$ cat src/rtl/fetch_stage.sv
// Instruction fetch stage: owns the PC, issues imem reads and fills the IF/ID latch.
// Optional feature: define FETCH_STALL_CNT_EN to add the saturating stall_cnt_o counter.
module fetch_stage #(
  parameter logic [31:0] PC_INIT = 32'h0000_0000,
  parameter int          WORD_W  = 32
) (
  input  logic              clk_i,
  input  logic              rst_i,
  input  logic              ihit_i,
  input  logic [WORD_W-1:0] iload_i,
  output logic              imemREN_o,
  output logic [WORD_W-1:0] imemaddr_o,
  input  logic              stall_i,
  input  logic              redirect_i,
  input  logic [WORD_W-1:0] redirect_pc_i,
  input  logic              halt_i,
  output logic [WORD_W-1:0] instr_o,
  output logic [WORD_W-1:0] instr_pc_o,
  output logic [WORD_W-1:0] npc_o,
  output logic              instr_valid_o,
`ifdef FETCH_STALL_CNT_EN
  output logic [31:0]       stall_cnt_o,
`endif
  output logic              halted_o
);

  typedef enum logic {FETCH, HALTED} state_t;

  localparam logic [WORD_W-1:0] WordMask = ~WORD_W'(3);
  localparam logic [WORD_W-1:0] PcReset  = PC_INIT & WordMask;

  state_t            state_q, state_d;
  logic [WORD_W-1:0] pc_q, pc_d;
  logic [WORD_W-1:0] instr_q, instr_d;
  logic [WORD_W-1:0] instrPc_q, instrPc_d;
  logic [WORD_W-1:0] npc_q, npc_d;
  logic              valid_q, valid_d;
  logic              halted_q, halted_d;

  always_ff @(posedge clk_i) begin
    if (rst_i) begin
      state_q   <= FETCH;
      pc_q      <= PcReset;
      instr_q   <= '0;
      instrPc_q <= '0;
      npc_q     <= '0;
      valid_q   <= 1'b0;
      halted_q  <= 1'b0;
    end else begin
      state_q   <= state_d;
      pc_q      <= pc_d;
      instr_q   <= instr_d;
      instrPc_q <= instrPc_d;
      npc_q     <= npc_d;
      valid_q   <= valid_d;
      halted_q  <= halted_d;
    end
  end

  always_comb begin
    state_d = state_q;
    if (state_q == FETCH && halt_i) state_d = HALTED;
  end

  // Priority within FETCH: halt, redirect, stall, ihit, memory wait.
  always_comb begin
    pc_d      = pc_q;
    instr_d   = instr_q;
    instrPc_d = instrPc_q;
    npc_d     = npc_q;
    valid_d   = valid_q;
    halted_d  = halted_q;
    if (state_q == FETCH) begin
      if (halt_i) begin
        halted_d = 1'b1;
        valid_d  = 1'b0;
      end else if (redirect_i) begin
        pc_d    = redirect_pc_i & WordMask;
        valid_d = 1'b0;
      end else if (stall_i) begin
        valid_d = valid_q;
      end else if (ihit_i) begin
        instr_d   = iload_i;
        instrPc_d = pc_q;
        npc_d     = pc_q + WORD_W'(4);
        pc_d      = pc_q + WORD_W'(4);
        valid_d   = 1'b1;
      end else begin
        valid_d = 1'b0;
      end
    end else begin
      valid_d = 1'b0;
    end
  end

  always_comb begin
    imemREN_o     = (state_q == FETCH) && !rst_i;
    imemaddr_o    = pc_q;
    instr_o       = instr_q;
    instr_pc_o    = instrPc_q;
    npc_o         = npc_q;
    instr_valid_o = valid_q;
    halted_o      = halted_q;
  end

`ifdef FETCH_STALL_CNT_EN
  logic [31:0] stallCnt_q;
  logic        stallEvent;

  // A stalled or memory-waiting FETCH cycle counts; redirect/halt cycles do not count as waits.
  assign stallEvent = (state_q == FETCH) &&
                      (stall_i || (!ihit_i && !redirect_i && !halt_i));

  always_ff @(posedge clk_i) begin
    if (rst_i) begin
      stallCnt_q <= '0;
    end else if (stallEvent && stallCnt_q != 32'hFFFF_FFFF) begin
      stallCnt_q <= stallCnt_q + 32'd1;
    end
  end

  assign stall_cnt_o = stallCnt_q;
`endif

endmodule

$ cat config.mk
export PLATFORM = sky130hd
export DESIGN_NAME = fetch_stage
export DESIGN_NICKNAME = d
export VERILOG_FILES = /design/src/rtl/fetch_stage.sv
export SDC_FILE = /design/constraint.sdc
export NUM_CORES = 1
export LEC_CHECK = 0
export ABC_AREA = 0
export CAP_MARGIN = 10
export CORE_MARGIN = 8
export CORE_UTILIZATION = 30
export DETAILED_ROUTE_END_ITERATION = 10
export PLACE_DENSITY_LB_ADDON = 0.05
export REMOVE_ABC_BUFFERS = 1
export SLEW_MARGIN = 15
export SYNTH_ARGS = -nofsm -noshare
export SYNTH_HDL_FRONTEND = slang
export SYNTH_SLANG_ARGS = --single-unit
$ cat constraint.sdc
create_clock -name clk_i -period 2 [get_ports clk_i]
set_input_delay 0.4 -clock clk_i [delete_from_list [all_inputs] [get_ports clk_i]]
set_output_delay 0.4 -clock clk_i [all_outputs]
set_load 0.01 [all_outputs]
==> metrics.cfg <==
[timing]
setup_viol = 0
finalWorstSetupSlack_ps = 93.82
finClkSkew_ps = 8.215
tns_ps = 0
min_period_over_period_pct = 95.31
timing.slew.headroom_pct = 47.94
timing.fmax_mhz = 524.6
hold_viol_final = 0
period_minus_slack_ps = 1906
maxSlewViolCount = 0
rsz0062_at_grt = false
worst_pin_slew_ps = 780.8

[die]
core.rowCount = 49
io_pins = 201
die_h_um = 150.4
die_w_um = 150.4
die-area_mm2 = 0.02262
initial_core_util_pct = 30.38
core_area_mm2 = 0.01784

[logic_synthesis]
yosys.cell_types.count = 48
syn-mean-instance-area_um2 = 7.776
netlist_instances = 697
seq_area_frac_synth_pct = 45.80
synth_area_leaders = dfxtp_1, nand2_1, a21oi_1
synth-warning-count = 0
synth_top_cell_by_area = dfxtp_1
syn_area_mm2 = 0.005420
ys_ff_latch = 124
synth_top_area_share_pct = 45.80

[global_routing]
grt_pass1_wl_mm = 31.06
grt_pass1_vias = 5763
grt_usage_pct = 17.26
grt_max_degree = 71
globalRouteOverflowTotal = 0
antenna_found_initial = 0

[drt]
wl_per_cell_um = 16.55
routed_wl_mm = 19.46
vias_per_cell = 4.869
drtIter0Drc = 334
drc_errors = 0
antenna_left = 0
detailroute.via_count = 5726
drtPass1Iterations = 4

[placement]
pre_cts_ws_ps = -72.40
dp_hpwl_mm = 14.36
place_congestion = 0.8506
port-buffer-count = 192

[clocking]
cts_buffers = 17
cts_hold_buf = 0
clk_latency_ps = 410
clock_sinks = 124
cts-htree-levels = 4
root_buffer = clkbuf_16
tritoncts = yes
clock_path_buffers = 2
clkSlewWorstSetupHoldPaths_ps = 60

[cells_and_area]
multiInputGateArea_mm2 = 0.002736
fin_nets = 1005
area_delta_synth_final_pct = 62.58
fillCellCount = 1718
n_antenna_cell = 0
seqCellArea_mm2 = 0.002496
drive_gt1_share_pct = 15.31

[worst_hold_path]
holdPathStages = 2
hold_class = flop to flop

[worst_setup_path]
r2r_cells = 5
max_stage_delay_ps = 570
required_ps = 2330
cp-end-kind = flop
arrival_ps = 2230
crit_path_max_fanout = 4
slowest_stage = or4_4
worstSetupPathType = flop to flop
path_cells = nand3_2, or4_4, or2_1, or4_1, a31oi_1
start_kind = flop

[pwr]
ir_drop_mv = 0.5827
power_uw = 6642
power.density_mw_per_mm2 = 753.8
p_leak_uw = 0.003120

[outcome]
status = completed

[job]
max-cap-violations = 0

power by group:
group | total, µW | internal [µW] | switching [µW]
logic | 751 | 391 | 359
registers | 2580 | 2540 | 40.9
clock network | 3310 | 2190 | 1130
total | 6640 | 5120 | 1530
cell type report:
| type | instances | share of cell area, % |
|---|---|---|
| multi-input combinational | 509 | 31.05 |
| timing repair buffer | 279 | 30.02 |
| sequential | 124 | 28.33 |
| clock buffer | 22 | 5.381 |
| tap | 229 | 3.251 |
| clock inverter | 10 | 1.846 |
| inverter | 3 | 0.1278 |
cells in the final DEF (no fill, tap or decap), drive strengths merged, types with 4 or more instances in the layout:
cell type / synthesis / final
a211oi: 29 / 29
a21oi: 84 / 84
a22oi: 5 / 5
a31oi: 11 / 11
and3: 17 / 17
and4: 4 / 4
buf: 19 / 88
bufinv: 0 / 4
clkbuf: 47 / 22
clkdlybuf4s50: 0 / 190
clkinv: 0 / 4
conb: 1 / 6
dfxtp: 124 / 124
nand2: 151 / 151
nand3: 22 / 22
nand4: 10 / 10
nor2: 56 / 56
nor3: 19 / 19
nor4: 12 / 12
o21ai: 17 / 17
or3: 11 / 11
or4: 4 / 4
xnor2: 12 / 12
xor2: 13 / 13
critical path: cells and delay by family, from the launching register on:
family | cells | cell delay [ps]
flip-flops | 1 | 330
AND/OR/NAND/NOR | 4 | 1320
AO/OA/AOI/OAI | 1 | 170
cells by family after synthesis:
logic type      count (synthesis)  synth area share [%]
other cells                     1               0.06919
flops                         124                 45.80
xor+xnor                       25                 4.040
mux                             2                0.3694
buf+inv                        69                 5.356
simple gates                  314                 26.55
compound gates                161                 17.59
fa+ha+maj                       1                0.2308
Yosys cell counts (all sizes together):
| master | count |
|---|---|
| nor3b | 1 |
| inv | 3 |
| xor2 | 13 |
| a22o | 1 |
| nor3 | 19 |
| a31oi | 11 |
| o31ai | 3 |
| buf | 19 |
| or3 | 11 |
| nand3 | 22 |
| o211a | 1 |
| nand2 | 151 |
| o211ai | 2 |
| a221oi | 1 |
| o21ai | 17 |
| and3 | 17 |
| nand4 | 10 |
| nand3b | 1 |
| dfxtp | 124 |
| or2 | 3 |
| or4 | 4 |
| nor4 | 12 |
| nor2b | 3 |
| and4 | 4 |
| a21o | 1 |
| a21oi | 84 |
| a32o | 2 |
| a211oi | 29 |
| ha | 1 |
| o41ai | 1 |
| a2bb2oi | 1 |
| mux2i | 2 |
| nor2 | 56 |
| xnor2 | 12 |
| o22ai | 1 |
| clkbuf | 47 |
| a22oi | 5 |
| conb | 1 |
| o21a | 1 |
worst paths after layout:
kind / endpoint / from / slack (ps)
worst max-delay path: imemaddr_o[25] / imemaddr_o[17] / 90
worst min-delay path: instr_o[26] / instr_o[26] / 450
worst max register to register: imemaddr_o[25] / imemaddr_o[17] / 90
worst min register to register: instr_o[26] / instr_o[26] / 450
sequential cells by signal (all words and copies together), names as in the netlist:
signal         flops
instr_o           32
instr_valid_o      1
instr_pc_o        30
state_q            1
npc_o             30
imemaddr_o        30
stage by stage:
step | area [µm²] | cells | hold slack [ps] | util (%)
after floorplan | 5160 | 636 | 469.1 | -
after global placement | 8095 | 1143 | 441.4 | 45.37
after detailed placement | 8095 | 1143 | 446.6 | 45.37
after CTS | 8736 | 1175 | 444.1 | 48.97
after global routing | 8812 | 1176 | 470.5 | 49.39
final | 8812 | 1176 | 452.8 | 49.39
per-layer routing:
| layer | vias to the layer above | track usage [%] | share of wire (%) |
|---|---|---|---|
| met5 | - | 0 | 0 |
| met1 | 2639 | 22.11 | 46 |
| met4 | 0 | 5.147 | 1.0 |
| li1 | 2894 | - | - |
| met3 | 16 | 5.771 | 8.4 |
| met2 | 177 | 26.97 | 45 |
timing repair:
item                                   CTS  global route
gates resized for setup                  1            21
gates cloned                             0             0
setup buffers                            0             1
pin swaps                                0             1
endpoints found under the hold margin    0             0
setup endpoints to repair                1            13
Power figures use the tool's default switching activity.
